### src/rtl/cpu_pkg.sv
// cpu_pkg: shared state encodings, word width and multiply funct codes
package cpu_pkg;
    typedef enum logic [1:0] {MUL_IDLE, MUL_RUN, MUL_DONE} mul_state_t;
    localparam int WORD_W = 32;
    localparam logic [5:0] FUNCT_MULT = 6'h18;
    localparam logic [5:0] FUNCT_MULTU = 6'h19;
endpackage

### src/rtl/seq_multiplier.sv
// seq_multiplier: radix-2 shift-add 32x32->64 multiplier for MULT/MULTU feeding HI/LO
module seq_multiplier
    import cpu_pkg::*;
#(
    parameter int WIDTH = WORD_W
) (
    input  logic               clk,
    input  logic               reset,
    input  logic               start,
    input  logic               signed_op,
    input  logic [WIDTH-1:0]   dataA,
    input  logic [WIDTH-1:0]   dataB,
    output logic               busy,
    output logic               done,
    output logic [2*WIDTH-1:0] MulAns
);
    localparam int CW = $clog2(WIDTH);
    mul_state_t state, next;
    logic [WIDTH-1:0] mcand, mplier, abs_a, abs_b;
    logic [2*WIDTH-1:0] acc, acc_nxt;
    logic [WIDTH:0] sum;
    logic [CW-1:0] cnt;
    logic neg, accept, last;
    assign accept = start && state != MUL_RUN;
    assign last = cnt == CW'(WIDTH - 1);
    assign busy = state == MUL_RUN;
    assign done = state == MUL_DONE;
    assign abs_a = signed_op && dataA[WIDTH-1] ? -dataA : dataA;
    assign abs_b = signed_op && dataB[WIDTH-1] ? -dataB : dataB;
    // carry of the upper-half add shifts into the top bit of acc
    assign sum = {1'b0, acc[2*WIDTH-1:WIDTH]} + {1'b0, mplier[0] ? mcand : '0};
    assign acc_nxt = {sum, acc[WIDTH-1:1]};
    always_comb begin
        next = state;
        next = accept ? MUL_RUN : state == MUL_RUN ? (last ? MUL_DONE : MUL_RUN) : MUL_IDLE;
    end
    always_ff @(posedge clk or negedge reset) begin
        if (!reset) state <= MUL_IDLE;
        else state <= next;
    end
    always_ff @(posedge clk or negedge reset) begin
        if (!reset) begin
            mcand <= '0;
            mplier <= '0;
            neg <= 1'b0;
            acc <= '0;
            cnt <= '0;
            MulAns <= '0;
        end else if (accept) begin
            mcand <= abs_a;
            mplier <= abs_b;
            neg <= (dataA[WIDTH-1] ^ dataB[WIDTH-1]) & signed_op;
            acc <= '0;
            cnt <= '0;
        end else if (state == MUL_RUN) begin
            acc <= acc_nxt;
            mplier <= mplier >> 1;
            cnt <= cnt + 1'b1;
            if (last) MulAns <= neg ? -acc_nxt : acc_nxt;
        end
    end
endmodule

### config.mk
export PLATFORM = sky130hd
export DESIGN_NAME = seq_multiplier
export DESIGN_NICKNAME = d
export VERILOG_FILES = /design/src/rtl/cpu_pkg.sv /design/src/rtl/seq_multiplier.sv
export SDC_FILE = /design/constraint.sdc
export NUM_CORES = 1
export LEC_CHECK = 0
export CAP_MARGIN = 25
export CORE_AREA = 2 2 144 146
export CTS_BUF_LIST = sky130_fd_sc_hd__clkbuf_8 sky130_fd_sc_hd__clkbuf_16
export CTS_CLUSTER_DIAMETER = 80
export CTS_CLUSTER_SIZE = 40
export DETAILED_ROUTE_END_ITERATION = 10
export DIE_AREA = 0 0 146 148
export DONT_BUFFER_PORTS = 1
export PLACE_DENSITY = 0.9
export RECOVER_POWER = 50
export SLEW_MARGIN = 5
export SYNTH_ARGS = -nofsm -noshare
export SYNTH_HDL_FRONTEND = slang
export SYNTH_SLANG_ARGS = --single-unit
### constraint.sdc
create_clock -name clk -period 5.6 [get_ports clk]
set_input_delay 0.56 -clock clk [delete_from_list [all_inputs] [get_ports clk]]
set_output_delay 0.56 -clock clk [all_outputs]
set_load 0.005 [all_outputs]
==> impl_metrics.yaml <==
setup_path:
  arrival_ps: 4920
  timing_worst_setup_path_type: "reg -> reg"
  cp_num_buf_inv: 0
  worst_path_max_delay_cell: "dfrtp_1"
  startpoint_type: "flop"
  crit_path_max_fanout: 33
  critical_path_required_ps: 5900
  max_stage_delay_ps: 830
  end_kind: "flop"
  critical_path.top_delay_family: "compound AO/OA/AOI/OAI gates"
  critical_path.cell_chain: "and2_1 -> ha_1 -> fa_1 -> a21o_1 -> a221o_1 -> nand4_1 -> o211ai_1 -> xor2_1 -> nor3_1 -> nand3_1 -> o41ai_1 -> xnor2_1 -> o21ai_0"
clock_network:
  cts-root-buf: "clkbuf_16"
  cts_buffers: 17
  clock_sink_count: 199
  h-tree-depth: 4
  clock_path_buffers: 2
  cts.reportedPaths.clkPinSlew_ps: 80
  cts_setup_buffers: 0
  clkLatencyLatePin_ps: 440
  clock_tree_from_tritoncts: "built"
global_routing:
  grt_first_pass_wirelength_mm: 50.57
  globalRouteOverflowTotal: 0
  first_global_vias: 10150
  grt_util_all_layers_pct: 28.44
  pin_count_of_the_biggest_net_entering_global_routing: 200
  grt_antenna_before_repair: 0
sta:
  tightest_slew_ps: 4306
  timing.final.ws_setup_ps: 982.7
  timing.clock.skew_ps: 17.99
  final_hold_viol_count: 0
  final_max_slew_viol_count: 200
  rsz_0062_raised_after_global_routing: "no"
  final.min_clock_period_ps: 4617
  timing.slew.headroom_pct: -187.1
  setup_tns_ps: 0
  setup_violations: 0
  maxClockFrequency_mhz: 216.6
  post-route-period-util_pct: 82.45
finish:
  antenna_cells_inserted: 0
  area_growth_pct: 4.846
  layout_cell_share_with_drive_strength_beyond_1_pct: 4.768
  nNetsFinal: 1561
  finalCoreUtilization_pct: 66.86
yosys:
  postSynth.topFlopCell: "dfrtp_1"
  synth_cell_types: 74
  async_reset_ff_share_pct: 100.0
  synth_seq_area_share_pct: 38.97
  synth_edf_count: 0
  avgSynthCellArea_um2: 8.397
  synthCells: 1522
  synthesis.yosys.warnings: 0
  cell_taking_the_most_area_after_synthesis: "dfrtp_1"
  ys_top_cells_by_area: "dfrtp_1 39%, nand2_1 8.1%, o21ai_0 7.4%"
  synth_area_um2: 12780
  synth.most_common_cell: "nand2_1"
  ys_seq_elements: 199
  syn_nets: 1628
  synth_top_cell_area_share_pct: 38.97
  ys_top_cells_by_count: "275 x nand2_1, 199 x dfrtp_1, 188 x o21ai_0"
place:
  gp_congestion: 0.8893
  hpwl_mm: 21.68
  port_buffers: 0
  dpl_worst_slack_ps: 1061
route:
  avgRoutedWirePerCell_um: 17.65
  initialDrtViolationCount: 824
  routed_wirelength_mm: 30.67
  drt.antenna.violating_nets: 0
  drt-pass1-iter-count: 5
  remaining_routing_drc_violations: 0
  via_per_inst: 6.243
  routed-via-count: 10850
die:
  die_area_um2: 21610
  effective_utilization_at_floorplan_pct: 63.77
  floorplan.die.height_um: 148
  core_area_um2: 20040
  design.portCount: 134
  die_x_um: 146
  rows: 52
outcome:
  failed_checks: "capacitance limit, slew limit"
  status: "finished, violations left"
power:
  power_leakage_uw: 0.005776
  share_comb_of_total_power_pct: 47.6
  max-vdd-ir-drop_v: 0.0002683
  power.share.switching_pct: 45.39
  power_report.internal_total_uw: 4062
  power.switching_uw: 3376
  power_frac_seq_pct: 35.8
  p_clk_share_pct: 16.6
  p_per_area_nw_per_um2: 555.1
job:
  cap_violations: 1
hold_path:
  hold_class: "in -> reg"
==> sequential cells by signal (all words and copies together), names as in the netlist <==
signal,flops
mcand,32
cnt,5
mplier,32
acc,63
state,2
neg,1
MulAns,64
==> cell type report <==
cell class | instances | area (um^2)
clock buffer | 18 | 439.2
inverter | 15 | 57.56
tap | 270 | 337.8
multi-input combinational | 1214 | 7363
clock inverter | 14 | 143.9
timing repair buffer | 8 | 77.57
fill | 1628 | 6640
sequential | 199 | 4980
==> per-layer routing <==
metal / vias up / wire length, um / GRT usage (%)
li1: 5245 / - / -
met1: 5190 / 13910 / 40.99
met2: 368 / 13690 / 43.89
met3: 47 / 2537 / 5.895
met4: 0 / 532 / 8.058
met5: - / 0 / 0
==> cells in the final DEF, fill, tap and decap left out, types with 12 or more instances in the layout <==
| cell type | n |
|---|---|
| a21o_1 | 16 |
| a21oi_1 | 78 |
| a31oi_1 | 12 |
| and2_1 | 42 |
| clkbuf_16 | 17 |
| dfrtp_1 | 199 |
| ha_1 | 37 |
| inv_1 | 15 |
| nand2_1 | 274 |
| nand3_1 | 29 |
| nand3b_1 | 66 |
| nand4_1 | 17 |
| nor2_1 | 84 |
| nor3_1 | 29 |
| o21ai_0 | 188 |
| o31ai_1 | 27 |
| o41ai_1 | 16 |
| or3_1 | 15 |
| xnor2_1 | 50 |
| xor2_1 | 83 |
==> path summary, 6_finish.rpt <==
kind,depth (start not counted),slack [ps],from,end
min in group asynchronous,1,1620,reset,MulAns[21]
worst max-delay path,13,980,mplier[0],MulAns[59]
worst max register to register,13,980,mplier[0],MulAns[59]
worst min-delay path,1,280,start,acc[2]
max in group asynchronous,1,1460,reset,acc[45]
worst min register to register,2,470,mplier[26],mplier[25]
==> stage by stage <==
| stage | cells | power, uW | hold WS [ps] | instance area, um^2 |
|---|---|---|---|---|
| floorplan | 1522 | 5267 | 264.4 | 12780 |
| global placement | 1704 | 5973 | 270.2 | 12780 |
| detailed placement | 1704 | 6131 | 268.6 | 12780 |
| CTS | 1737 | 7407 | 229.5 | 13400 |
| global route | 1738 | 8012 | 249.9 | 13400 |
| finish | 1738 | 7438 | 277.3 | 13400 |
==> kinds of logic after synthesis <==
kind of cell / count (synthesis) / share of synthesized area (%)
AO/OA/AOI/OAI: 407 / 19.36
XOR/XNOR: 133 / 9.115
adder cells (fa/ha/maj): 38 / 3.779
buffers and inverters: 109 / 3.495
flip-flops: 199 / 38.97
multiplexers: 12 / 0.9693
AND/OR/NAND/NOR: 624 / 24.32
==> repair_timing <==
action                                  CTS  global route
hold buffers                              1             0
hold endpoints to repair                199             0
endpoints found under the setup margin    0             0
resized for setup                         0             0
==> power groups by stage <==
| stage | combinational, uW | sequential (uW) | clock [uW] |
|---|---|---|---|
| after floorplan | 2820 | 2450 | 0 |
| after global placement | 3330 | 2640 | 0 |
| after CTS | 3510 | 2660 | 1240 |
| after global routing | 3970 | 2750 | 1290 |
| after detailed placement | 3460 | 2670 | 0 |
| final | 3540 | 2660 | 1230 |
Power figures use the tool's default switching activity.
